$ cat src/rtl/talco_tile_loader.sv
// talco_tile_loader: feeds ref/query tiles from sequence memory into the TALCO-XDrop aligner BRAMs; define TALCO_LOADER_PERF_EN for cycle counters
module talco_tile_loader #(
    parameter int CHAR_WIDTH      = 8,
    parameter int WORD_WIDTH      = 32,
    parameter int CPW             = WORD_WIDTH / CHAR_WIDTH,
    parameter int MAX_TILE_SIZE   = 512,
    parameter int LEN_WIDTH       = 16,
    parameter int MEM_ADDR_WIDTH  = 32,
    parameter int MAX_OUTSTANDING = 4,
    parameter int TILE_ADDR_WIDTH = $clog2(MAX_TILE_SIZE / CPW)
) (
    input  logic                              clk,
    input  logic                              rst,
    input  logic                              cfg_valid,
    output logic                              cfg_ready,
    input  logic [MEM_ADDR_WIDTH-1:0]         cfg_ref_base,
    input  logic [MEM_ADDR_WIDTH-1:0]         cfg_query_base,
    input  logic [LEN_WIDTH-1:0]              cfg_ref_len,
    input  logic [LEN_WIDTH-1:0]              cfg_query_len,
    input  logic [$clog2(MAX_TILE_SIZE):0]    cfg_marker,
    input  logic [1:0]                        cfg_init_state,
    output logic                              mem_rd_req,
    input  logic                              mem_rd_ready,
    output logic [MEM_ADDR_WIDTH-1:0]         mem_rd_addr,
    input  logic                              mem_rd_valid,
    input  logic [WORD_WIDTH-1:0]             mem_rd_data,
    output logic                              ref_wr_en,
    output logic                              query_wr_en,
    output logic [TILE_ADDR_WIDTH-1:0]        ref_addr_in,
    output logic [TILE_ADDR_WIDTH-1:0]        query_addr_in,
    output logic [WORD_WIDTH-1:0]             ref_bram_data_in,
    output logic [WORD_WIDTH-1:0]             query_bram_data_in,
    output logic [$clog2(CPW)-1:0]            ref_start_offset,
    output logic [$clog2(CPW)-1:0]            query_start_offset,
    output logic [1:0]                        init_state,
    output logic                              start,
    output logic                              tile_rst,
    input  logic                              stop,
    input  logic [LEN_WIDTH-1:0]              ref_next_tile_addr,
    input  logic [LEN_WIDTH-1:0]              query_next_tile_addr,
    input  logic [1:0]                        next_tile_init_state,
    output logic                              busy,
    output logic                              done,
    output logic                              error,
    output logic [LEN_WIDTH-1:0]              tile_count
`ifdef TALCO_LOADER_PERF_EN
    ,
    output logic [31:0]                       perf_load_cycles,
    output logic [31:0]                       perf_align_cycles
`endif
);
    localparam int LCPW = $clog2(CPW);
    localparam int MW   = $clog2(MAX_TILE_SIZE) + 1;
    localparam int WCW  = TILE_ADDR_WIDTH + 1;
    localparam int PW   = MAX_OUTSTANDING > 1 ? $clog2(MAX_OUTSTANDING) : 1;

    typedef logic [LEN_WIDTH:0]         wlen_t;
    typedef logic [MEM_ADDR_WIDTH-1:0]  addr_t;
    typedef logic [PW:0]                cnt_t;
    typedef logic [MW-1:0]              mk_t;
    typedef logic [TILE_ADDR_WIDTH:0]   tag_t;
    typedef enum logic [2:0] {IDLE, LOAD, START, RST, ADVANCE, DONE} state_t;

    state_t             state;
    addr_t              base_r, base_q;
    logic [LEN_WIDTH-1:0] len_r, len_q, pos_r, pos_q, nta_r, nta_q;
    mk_t                marker;
    logic [1:0]         nis;
    logic [WCW-1:0]     iss_r, iss_q;
    logic               turn;
    cnt_t               cnt;
    logic [PW-1:0]      wp, rp;
    tag_t               fifo [MAX_OUTSTANDING];

    wlen_t          widx_r, widx_q, need_r, need_q, rem_r, rem_q, np_r, np_q;
    logic [WCW-1:0] nw_r, nw_q;
    logic           left_r, left_q, ch, acc, pop, cfg_bad;
    tag_t           head;

    // Words still to fetch per channel: tile span clipped to the end of the sequence
    assign widx_r  = wlen_t'(pos_r) >> LCPW;
    assign widx_q  = wlen_t'(pos_q) >> LCPW;
    assign need_r  = (wlen_t'(pos_r[LCPW-1:0]) + wlen_t'(marker) + wlen_t'(CPW - 1)) >> LCPW;
    assign need_q  = (wlen_t'(pos_q[LCPW-1:0]) + wlen_t'(marker) + wlen_t'(CPW - 1)) >> LCPW;
    assign rem_r   = ((wlen_t'(len_r) + wlen_t'(CPW - 1)) >> LCPW) - widx_r;
    assign rem_q   = ((wlen_t'(len_q) + wlen_t'(CPW - 1)) >> LCPW) - widx_q;
    assign nw_r    = need_r < rem_r ? need_r[WCW-1:0] : rem_r[WCW-1:0];
    assign nw_q    = need_q < rem_q ? need_q[WCW-1:0] : rem_q[WCW-1:0];
    assign left_r  = iss_r != nw_r;
    assign left_q  = iss_q != nw_q;
    assign ch      = left_r && left_q ? turn : !left_r;
    assign np_r    = wlen_t'(pos_r) + wlen_t'(nta_r);
    assign np_q    = wlen_t'(pos_q) + wlen_t'(nta_q);
    assign cfg_bad = cfg_marker == '0 || cfg_marker > mk_t'(MAX_TILE_SIZE - CPW + 1);

    // Request side: held stable until accepted since only acceptance changes channel/count
    assign mem_rd_req  = state == LOAD && cnt < cnt_t'(MAX_OUTSTANDING) && (left_r || left_q);
    assign mem_rd_addr = !mem_rd_req ? '0 : ch ? base_q + addr_t'(widx_q) + addr_t'(iss_q)
                                               : base_r + addr_t'(widx_r) + addr_t'(iss_r);
    assign acc         = mem_rd_req && mem_rd_ready;

    // Response side: each in-order response is routed by the tag at the FIFO head
    assign head               = fifo[rp];
    assign pop                = mem_rd_valid && state == LOAD && cnt != '0;
    assign ref_wr_en          = pop && !head[TILE_ADDR_WIDTH];
    assign query_wr_en        = pop && head[TILE_ADDR_WIDTH];
    assign ref_addr_in        = ref_wr_en ? head[TILE_ADDR_WIDTH-1:0] : '0;
    assign query_addr_in      = query_wr_en ? head[TILE_ADDR_WIDTH-1:0] : '0;
    assign ref_bram_data_in   = ref_wr_en ? mem_rd_data : '0;
    assign query_bram_data_in = query_wr_en ? mem_rd_data : '0;

    // Tag storage needs no reset; occupancy is tracked by the pointers
    always_ff @(posedge clk) begin
        if (acc) fifo[wp] <= tag_t'({ch, ch ? iss_q[TILE_ADDR_WIDTH-1:0] : iss_r[TILE_ADDR_WIDTH-1:0]});
    end

    // Tag FIFO pointers and outstanding-read count
    always_ff @(posedge clk or negedge rst) begin
        if (!rst) begin
            wp  <= '0;
            rp  <= '0;
            cnt <= '0;
        end else begin
            if (acc) wp <= wp + 1'b1;
            if (pop) rp <= rp + 1'b1;
            cnt <= cnt + cnt_t'(acc) - cnt_t'(pop);
        end
    end

    // Job sequencing: config, load, align, tile reset, advance, done
    always_ff @(posedge clk or negedge rst) begin
        if (!rst) begin
            state              <= IDLE;
            cfg_ready          <= 1'b1;
            busy               <= 1'b0;
            done               <= 1'b0;
            error              <= 1'b0;
            start              <= 1'b0;
            tile_rst           <= 1'b0;
            tile_count         <= '0;
            init_state         <= '0;
            ref_start_offset   <= '0;
            query_start_offset <= '0;
            base_r             <= '0;
            base_q             <= '0;
            len_r              <= '0;
            len_q              <= '0;
            marker             <= '0;
            pos_r              <= '0;
            pos_q              <= '0;
            nta_r              <= '0;
            nta_q              <= '0;
            nis                <= '0;
            iss_r              <= '0;
            iss_q              <= '0;
            turn               <= 1'b0;
        end else begin
            done  <= 1'b0;
            error <= 1'b0;
            case (state)
                IDLE: if (cfg_valid) begin
                    if (cfg_bad) error <= 1'b1;
                    else begin
                        base_r             <= cfg_ref_base;
                        base_q             <= cfg_query_base;
                        len_r              <= cfg_ref_len;
                        len_q              <= cfg_query_len;
                        marker             <= cfg_marker;
                        init_state         <= cfg_init_state;
                        pos_r              <= '0;
                        pos_q              <= '0;
                        iss_r              <= '0;
                        iss_q              <= '0;
                        turn               <= 1'b0;
                        ref_start_offset   <= '0;
                        query_start_offset <= '0;
                        tile_count         <= '0;
                        busy               <= 1'b1;
                        cfg_ready          <= 1'b0;
                        if (cfg_ref_len == '0 || cfg_query_len == '0) begin
                            done  <= 1'b1;
                            state <= DONE;
                        end else state <= LOAD;
                    end
                end
                LOAD: begin
                    if (acc) begin
                        if (ch) iss_q <= iss_q + 1'b1;
                        else iss_r <= iss_r + 1'b1;
                        turn <= !ch;
                    end
                    if (!left_r && !left_q && cnt == '0) begin
                        start <= 1'b1;
                        state <= START;
                    end
                end
                START: if (stop) begin
                    start      <= 1'b0;
                    tile_rst   <= 1'b1;
                    nta_r      <= ref_next_tile_addr;
                    nta_q      <= query_next_tile_addr;
                    nis        <= next_tile_init_state;
                    tile_count <= tile_count + 1'b1;
                    state      <= RST;
                end
                RST: begin
                    tile_rst <= 1'b0;
                    state    <= ADVANCE;
                end
                ADVANCE: begin
                    if (nta_r == '0 && nta_q == '0) begin
                        error <= 1'b1;
                        done  <= 1'b1;
                        state <= DONE;
                    end else if (np_r >= wlen_t'(len_r) || np_q >= wlen_t'(len_q)) begin
                        done  <= 1'b1;
                        state <= DONE;
                    end else begin
                        pos_r              <= np_r[LEN_WIDTH-1:0];
                        pos_q              <= np_q[LEN_WIDTH-1:0];
                        ref_start_offset   <= np_r[LCPW-1:0];
                        query_start_offset <= np_q[LCPW-1:0];
                        init_state         <= nis;
                        iss_r              <= '0;
                        iss_q              <= '0;
                        turn               <= 1'b0;
                        state              <= LOAD;
                    end
                end
                DONE: begin
                    busy      <= 1'b0;
                    cfg_ready <= 1'b1;
                    state     <= IDLE;
                end
                default: state <= IDLE;
            endcase
        end
    end

`ifdef TALCO_LOADER_PERF_EN
    // Saturating per-job cycle counters for load and align phases
    always_ff @(posedge clk or negedge rst) begin
        if (!rst) begin
            perf_load_cycles  <= '0;
            perf_align_cycles <= '0;
        end else if (state == IDLE && cfg_valid && !cfg_bad) begin
            perf_load_cycles  <= '0;
            perf_align_cycles <= '0;
        end else begin
            if (state == LOAD && !(&perf_load_cycles)) perf_load_cycles <= perf_load_cycles + 1'b1;
            if (state == START && !(&perf_align_cycles)) perf_align_cycles <= perf_align_cycles + 1'b1;
        end
    end
`endif
endmodule

$ cat config.mk
export PLATFORM = sky130hd
export DESIGN_NAME = talco_tile_loader
export DESIGN_NICKNAME = d
export VERILOG_FILES = /design/src/rtl/talco_tile_loader.sv
export SDC_FILE = /design/constraint.sdc
export NUM_CORES = 1
export LEC_CHECK = 0
export BUFFER_PORTS_ARGS = -buffer_cell sky130_fd_sc_hd__buf_2
export CELL_PAD_IN_SITES_DETAIL_PLACEMENT = 1
export CELL_PAD_IN_SITES_GLOBAL_PLACEMENT = 1
export CORE_MARGIN = 2
export CORE_UTILIZATION = 39
export CTS_CLUSTER_DIAMETER = 40
export DETAILED_ROUTE_END_ITERATION = 6
export PLACE_DENSITY_LB_ADDON = 0.1
export SLEW_MARGIN = 20
export SYNTH_ARGS = -nofsm -noshare
export SYNTH_HDL_FRONTEND = slang
export SYNTH_SLANG_ARGS = --single-unit
$ cat constraint.sdc
create_clock -name clk -period 6.6 [get_ports clk]
set_clock_uncertainty 0.1 [all_clocks]
set_input_delay 1.32 -clock clk [delete_from_list [all_inputs] [get_ports clk]]
set_output_delay 1.32 -clock clk [all_outputs]
set_load 0.02 [all_outputs]
# [Yosys cells after proc, flatten, opt, wreduce, memory -nomap -nowiden]
# Memories as Yosys holds them, arrays and structs flattened.
# Index checks and enable logic that the tools add are counted.
[totals] out_inout_bits=141 mem_bits_rw=32 word_cells=194 ff_bits=227 n_memories=1
[memory_table] memory="fifo" depth=4 word_bits=8 read_ports=1 rd_ports_with_merged_regs=0 wr=1 line_no="73" text="tag_t fifo [MAX_OUTSTANDING];"
[op_classes] n_reduce_logical=44 addsub=21 n_bitwise=1 mux=78 n_lt_le_gt_ge=6 n_eq_ne=16
[op_table] cell="two-way mux 32 bit" n=4
[op_table] cell="two-way mux 16 bit" n=7
[op_table] cell="one-hot mux 16 bit (2 select lines)" n=3
[op_table] cell="two-way mux 8 bit" n=10
[op_table] cell="adder 32 x 14 -> 32 bit" n=2
[op_table] cell="adder 32 x 8 -> 32 bit" n=2
[op_table] cell="zero test 16 bit" n=4
[op_table] cell="one-hot mux 8 bit (3 select lines)" n=2
[op_table] cell="adder 16 x 16 -> 17 bit" n=2
[op_table] cell="adder 16 x 2 -> 17 bit (second input constant)" n=2
[op_table] cell="greater-or-equal comparator 17 x 16 -> 1 bit" n=2
[op_table] cell="less-than comparator 10 x 17 -> 1 bit" n=2
[op_table] cell="subtractor 15 x 14 -> 16 bit" n=2
[op_table] cell="adder 11 x 2 -> 12 bit (second input constant)" n=2
[op_table] cell="adder 2 x 10 -> 11 bit" n=2
[op_table] cell="two-way mux 1 bit" n=21
[op_table] cell="two-way mux 3 bit" n=7
[op_table] cell="two-way mux 7 bit" n=3
[op_table] cell="two-way mux 2 bit" n=10
[op_table] cell="adder 16 x 1 -> 16 bit (second input constant)" n=1
[op_table] cell="adder 8 x 1 -> 8 bit (second input constant)" n=2
[op_table] cell="inequality test 2 bit (second input constant)" n=8
[op_table] cell="inequality test 8 bit" n=2
[op_table] cell="one-hot mux 3 bit (5 select lines)" n=1
[op_table] cell="other kinds (26)" n=63

# [Longest topological paths before layout]
[depth] word_depth=10 ltp_mapped=31

# [Least setup slack after synthesis]
# OpenSTA, ideal clock, no wires.
[synth_timing] path_type="flip-flop to output port" startpoint="register len_q[0]" endpoint="output mem_rd_addr[24]" slack_ns=-0.366 n_path_buf=4 arrival_time_ns=5.546 stages_incl_launch_ff=28 path_cell_list="dfrtp_1 o21ai_0 nand2_1 ha_1 fa_1 nand2b_1 a21oi_1 nor2_1 xnor2_1 inv_1 ha_1 nand2_1 o21ai_0 a21oi_1 o21ai_0 nand4_1 or4_1 buf_2 or4_1 nand3_1 and4b_1 a21o_2 and2_4 buf_6 inv_2 buf_6 buf_2 a211oi_1"
[synth_via] elab_chain_len=9
[synth_lines] item="from (decl)" line_no="66" text="logic [LEN_WIDTH-1:0] len_r, len_q, pos_r, pos_q, nta_r, nta_q;"
[synth_lines] item="from (signal assigned)" line_no="167" text="len_q <= cfg_query_len;"
[synth_lines] item="adder 16 x 2 -> 17 bit *" line_no="86" text="assign rem_q = ((wlen_t'(len_q) + wlen_t'(CPW - 1)) >> LCPW) - widx_q;"
[synth_lines] item="subtractor 15 x 14 -> 16 bit *" line_no="86"
[synth_lines] item="less-than comparator 10 x 17 -> 1 bit" line_no="88" text="assign nw_q = need_q < rem_q ? need_q[WCW-1:0] : rem_q[WCW-1:0];"
[synth_lines] item="two-way mux 8 bit *" line_no="88"
[synth_lines] item="inequality test 8 bit *" line_no="90" text="assign left_q = iss_q != nw_q;"
[synth_lines] item="logical AND 1 bit *" line_no="91" text="assign ch = left_r && left_q ? turn : !left_r;"
[synth_lines] item="two-way mux 1 bit *" line_no="91"
[synth_lines] item="via ch" line_no="77" text="logic left_r, left_q, ch, acc, pop, cfg_bad;"
[synth_lines] item="two-way mux 32 bit * (2 in a row)" line_no="98" text="assign mem_rd_addr = !mem_rd_req ? '0 : ch ? base_q + addr_t'(widx_q) + addr_t'(iss_q)"
[synth_lines] item="to (decl)" line_no="24" text="output logic [MEM_ADDR_WIDTH-1:0] mem_rd_addr,"
# Mark *: on every way through the listed nets, which the timed path passes. The rest lies on a longest branch.

# [Final worst setup path]
[layout_timing] startpoint="register len_r[0]" endpoint="output mem_rd_addr[3]"
[layout_via] elab_chain_len=9
[layout_lines] item="from (decl)" line_no="66"
[layout_lines] item="from (signal assigned)" line_no="166" text="len_r <= cfg_ref_len;"
[layout_lines] item="adder 16 x 2 -> 17 bit *" line_no="85" text="assign rem_r = ((wlen_t'(len_r) + wlen_t'(CPW - 1)) >> LCPW) - widx_r;"
[layout_lines] item="subtractor 15 x 14 -> 16 bit *" line_no="85"
[layout_lines] item="less-than comparator 10 x 17 -> 1 bit" line_no="87" text="assign nw_r = need_r < rem_r ? need_r[WCW-1:0] : rem_r[WCW-1:0];"
[layout_lines] item="two-way mux 8 bit *" line_no="87"
[layout_lines] item="inequality test 8 bit *" line_no="89" text="assign left_r = iss_r != nw_r;"
[layout_lines] item="zero test 1 bit or logical AND 1 bit (tied branches)" line_no="91"
[layout_lines] item="two-way mux 1 bit" line_no="91"
[layout_lines] item="two-way mux 32 bit" line_no="98"
[layout_lines] item="two-way mux 32 bit *" line_no="98"
# Every way passes the cells marked *; elsewhere a longest branch is shown, timed or not.

==> reports/summary.log <==
qor: global_route.grt_remaining_overflow 0
qor: power.power_density 501 nW/µm²
qor: sta.worst_hold_slack 370 ps
qor: critical_path.regToRegEndpoint cnt[1]$_DFF_PN0_
qor: clock_tree.clock_sink_count 255
qor: clock_tree.clk-insertion-delay-late 610 ps
qor: placement.buffer_ports.inserted 320
qor: synthesis.yosysWarnings 0
qor: synthesis.dominantRegCellSynth sky130_fd_sc_hd__dfrtp_1
qor: critical_path.critPathLaunchType flip-flop
qor: synthesis.avgSynthCellArea 8.42 µm²
qor: clock_tree.longest_clk_path_bufs 3
qor: critical_path.path_delay_family simple AND/OR/NAND/NOR gates
qor: global_route.number_of_antenna_violations_at_the_first_check_in_global_routing 3
qor: sta.timing.final.max_slew_violations 0
qor: synthesis.synth_async_sr_flop_share 87.5%
qor: clock_tree.htreeDepth 2
qor: critical_path.cpPeakStageDelay 560 ps
qor: run_status.violated_checks setup timing
qor: critical_path.regToRegStartpoint len_r[0]$_DFFE_PN0P_
qor: critical_path.timing.critical_path.buf_inv 11
qor: hold_path.hold_path_startpoint nis[0]$_DFFE_PN0P_
qor: hold_path.holdPathEnd nis[0]$_DFFE_PN0P_
qor: sta.hold_viol_final 0
qor: hold_path.min-delay-path-class reg -> reg
qor: sta.post-route-worst-setup-slack -866 ps
qor: placement.post-dp-hpwl 51.8 mm
qor: critical_path.criticalPathCategory reg -> out
qor: critical_path.cp_common_cell sky130_fd_sc_hd__buf_4
qor: layout.drive_gt1_share 27.5%
qor: run.drv.max_cap_violation_count 0
qor: layout.finalNetCount 3070
qor: synthesis.share_of_synthesized_area_spent_on_multiplexers 1.87%
qor: run_status.run_status finished, violations left
qor: drt.routed_wirelength 69.9 mm
qor: synthesis.yosys.area_share.adder 13.4%
qor: sta.setup_repair_after_global_routing_missed_its_margin true
qor: drt.routed-via-count 18200
qor: sta.period_minus_slack 7470 ps
qor: synthesis.syn_nets 2603
qor: hold_path.min_delay_path_depth 2
qor: floorplan.io_pins 321
qor: global_route.vias_in_the_first_global_route 19600
qor: clock_tree.clock_pin_slew_of_the_registers_on_the_worst_case_setup_and_hold_paths 50 ps
qor: global_route.grt_usage 27.5%
qor: drt.drtPass1Iterations 5
qor: synthesis.synth.cell_area 18800 µm²
qor: critical_path.r2r_slack 250 ps
qor: synthesis.number_of_flops_mapped_to_enable_cells_by_yosys 32
qor: floorplan.die_width 224 µm
qor: synthesis.post_synth_xor_area_fraction 7.44%
qor: floorplan.placementRows 80
qor: drt.antenna_violating_nets_post_route 0
qor: critical_path.crit_slowest_cell sky130_fd_sc_hd__or4_4
qor: sta.setup_total_negative_slack -26900 ps
qor: layout.leading_cell_type_in_the_layout_fill_and_taps_excluded sky130_fd_sc_hd__nand2_1
qor: synthesis.syn_inst 2237
qor: critical_path.worst_r2r_path_depth 29
qor: floorplan.area_of_the_die 50100 µm²
qor: synthesis.ys_seq_elements 255
qor: sta.maximum_frequency_from_static_timing_analysis 0.134 GHz
qor: placement.place.gp.congestion 0.913
qor: clock_tree.cts_hold_buf 0
qor: layout.syn_to_final_growth 35.0%
qor: power.cellLeakagePower 12.6 nW
qor: sta.tightestPinTransition 1090 ps
qor: global_route.first_pass_grt_wire_length 108 mm
qor: clock_tree.clock_tree_from_tritoncts built
qor: synthesis.compound_cell_area_share_of_the_yosys_netlist 14.4%
qor: floorplan.core_region_area 47700 µm²
qor: synthesis.seq_area_frac_synth 34.7%
qor: floorplan.initial_core_util 39.4%
qor: drt.vias_per_cell 5.41
qor: synthesis.synth_top_family_by_area simple AND/OR/NAND/NOR gates
qor: drt.detail_route.drc_violations 0
qor: layout.fillerInstances 5582
qor: sta.max-slew-margin-rel 27.0%
qor: critical_path.largest_fanout_of_any_net_on_the_critical_path 6
qor: clock_tree.cts-buffers-inserted 58
qor: global_route.largest_net_degree_at_the_start_of_global_routing 132
qor: power.max-vdd-ir-drop 0.229 mV
qor: clock_tree.cts-root-buf sky130_fd_sc_hd__clkbuf_16
qor: critical_path.timing.critical_path.arrival 6050 ps
qor: synthesis.synth_cell_type_count 75
qor: critical_path.timing.critical_path.to_type output port
qor: drt.initialDrtViolationCount 938
qor: critical_path.cp_data_required_time 5180 ps
qor: sta.final-setup-viol-count 33
qor: drt.routed_wire_length_per_instance 20.7 µm
qor: synthesis.post_synth_and_or_nand_nor_area_fraction 23.5%
qor: layout.layout.cells.most_common_list sky130_fd_sc_hd__nand2_1 (479), sky130_fd_sc_hd__buf_2 (289), sky130_fd_sc_hd__dfrtp_1 (222)
qor: sta.finalCritPeriodShare 113%
qor: floorplan.die_height 224 µm
cell type report:
type / instances / area, µm² / share of cell area [%]
Multi-Input combinational cell: 1761 / 12100 / 47.6
Sequential cell: 255 / 6540 / 25.7
Timing Repair Buffer: 499 / 3390 / 13.3
Clock buffer: 65 / 1550 / 6.09
Tap cell: 615 / 769 / 3.03
Clock inverter: 45 / 563 / 2.21
Inverter: 128 / 493 / 1.94
Timing Repair inverter: 1 / 8.76 / 0.0344
Antenna cell: 3 / 7.51 / 0.0295
logic make-up after synthesis:
kind of cell    after synthesis
simple gates                967
fa+ha+maj                   186
xor+xnor                    160
buf+inv                     222
flops                       255
mux                          25
compound gates              422
cells in the mapped netlist (all sizes together) (47+ instances only):
cell    number  area [µm²]
a21oi       91         455
and2        60         378
and3        63         394
clkbuf      70         263
dfrtp      222        5560
ha         161        2010
inv        127         477
nand2      482        1810
nand3       47         235
nor2       149         559
o21ai      116         581
xnor2      104         911
xor2        56         490
metal layers:
layer	global-route usage [%]	vias up	share of wire, %
met5	0	-	0.010
li1	-	8676	-
met3	3.93	97	3.9
met2	48.5	376	50
met4	10.8	2	3.2
met1	34.0	9093	43
per-stage QoR:
| stage | util (%) | total power [W] | instances | setup WS [ps] | cell area, µm² |
|---|---|---|---|---|---|
| 2_1_floorplan | - | 0.00615 | 2237 | -32.7 | 19000 |
| 3_3_place_gp | 46.1 | 0.00802 | 3206 | -165 | 22000 |
| 3_5_place_dp | 46.1 | 0.00825 | 3206 | -413 | 22000 |
| 4_1_cts | 52.5 | 0.0124 | 3362 | -668 | 25100 |
| 5_1_grt | 53.3 | 0.0135 | 3370 | -1160 | 25400 |
| 6_report | 53.3 | 0.0127 | 3372 | -866 | 25400 |
sequential cells by signal, summed over array words and instances, names as in the netlist, 16 cells and up:
signal	cells
base_q	32
len_r	16
tile_count	16
base_r	32
nta_r	16
len_q	16
fifo	32
nta_q	16
power by group:
group          internal, W  switching (W)  leakage, nW
Combinational      0.00327        0.00391         8.36
Sequential         0.00203       0.000448         3.20
Clock              0.00200        0.00108         1.02
Total              0.00730        0.00543         12.6
worst reg2reg max path, delay by kind of cell, from the launching register on:
family / cells / cell delay [ps]
and+or+nand+nor: 7 / 1590
AOI/OAI and AO/OA: 6 / 1490
buffers and inverters: 11 / 1360
adders and majority gates: 5 / 1290
DFF: 1 / 400
worst max path at each step:
stage | slack [ps] | depth (start not counted) | start | endpoint
4_1_cts | -670 | 28 | len_r[1]$_DFFE_PN0P_ | mem_rd_addr[28]
2_1_floorplan | -30 | 27 | len_q[1]$_DFFE_PN0P_ | mem_rd_addr[19]
3_3_place_gp | -160 | 25 | len_q[1]$_DFFE_PN0P_ | mem_rd_addr[21]
5_1_grt | -1160 | 30 | len_r[0]$_DFFE_PN0P_ | mem_rd_addr[3]
3_5_place_dp | -410 | 26 | len_q[1]$_DFFE_PN0P_ | mem_rd_addr[7]
6_report | -870 | 27 | len_r[0]$_DFFE_PN0P_ | mem_rd_addr[3]
what timing repair did:
action                     CTS  global route
buffers inserted            37             9
pin swaps                   38            31
gates cloned                 9             1
gates resized for setup    121            76
setup endpoints to repair   33            49
Power figures use the tool's default switching activity.
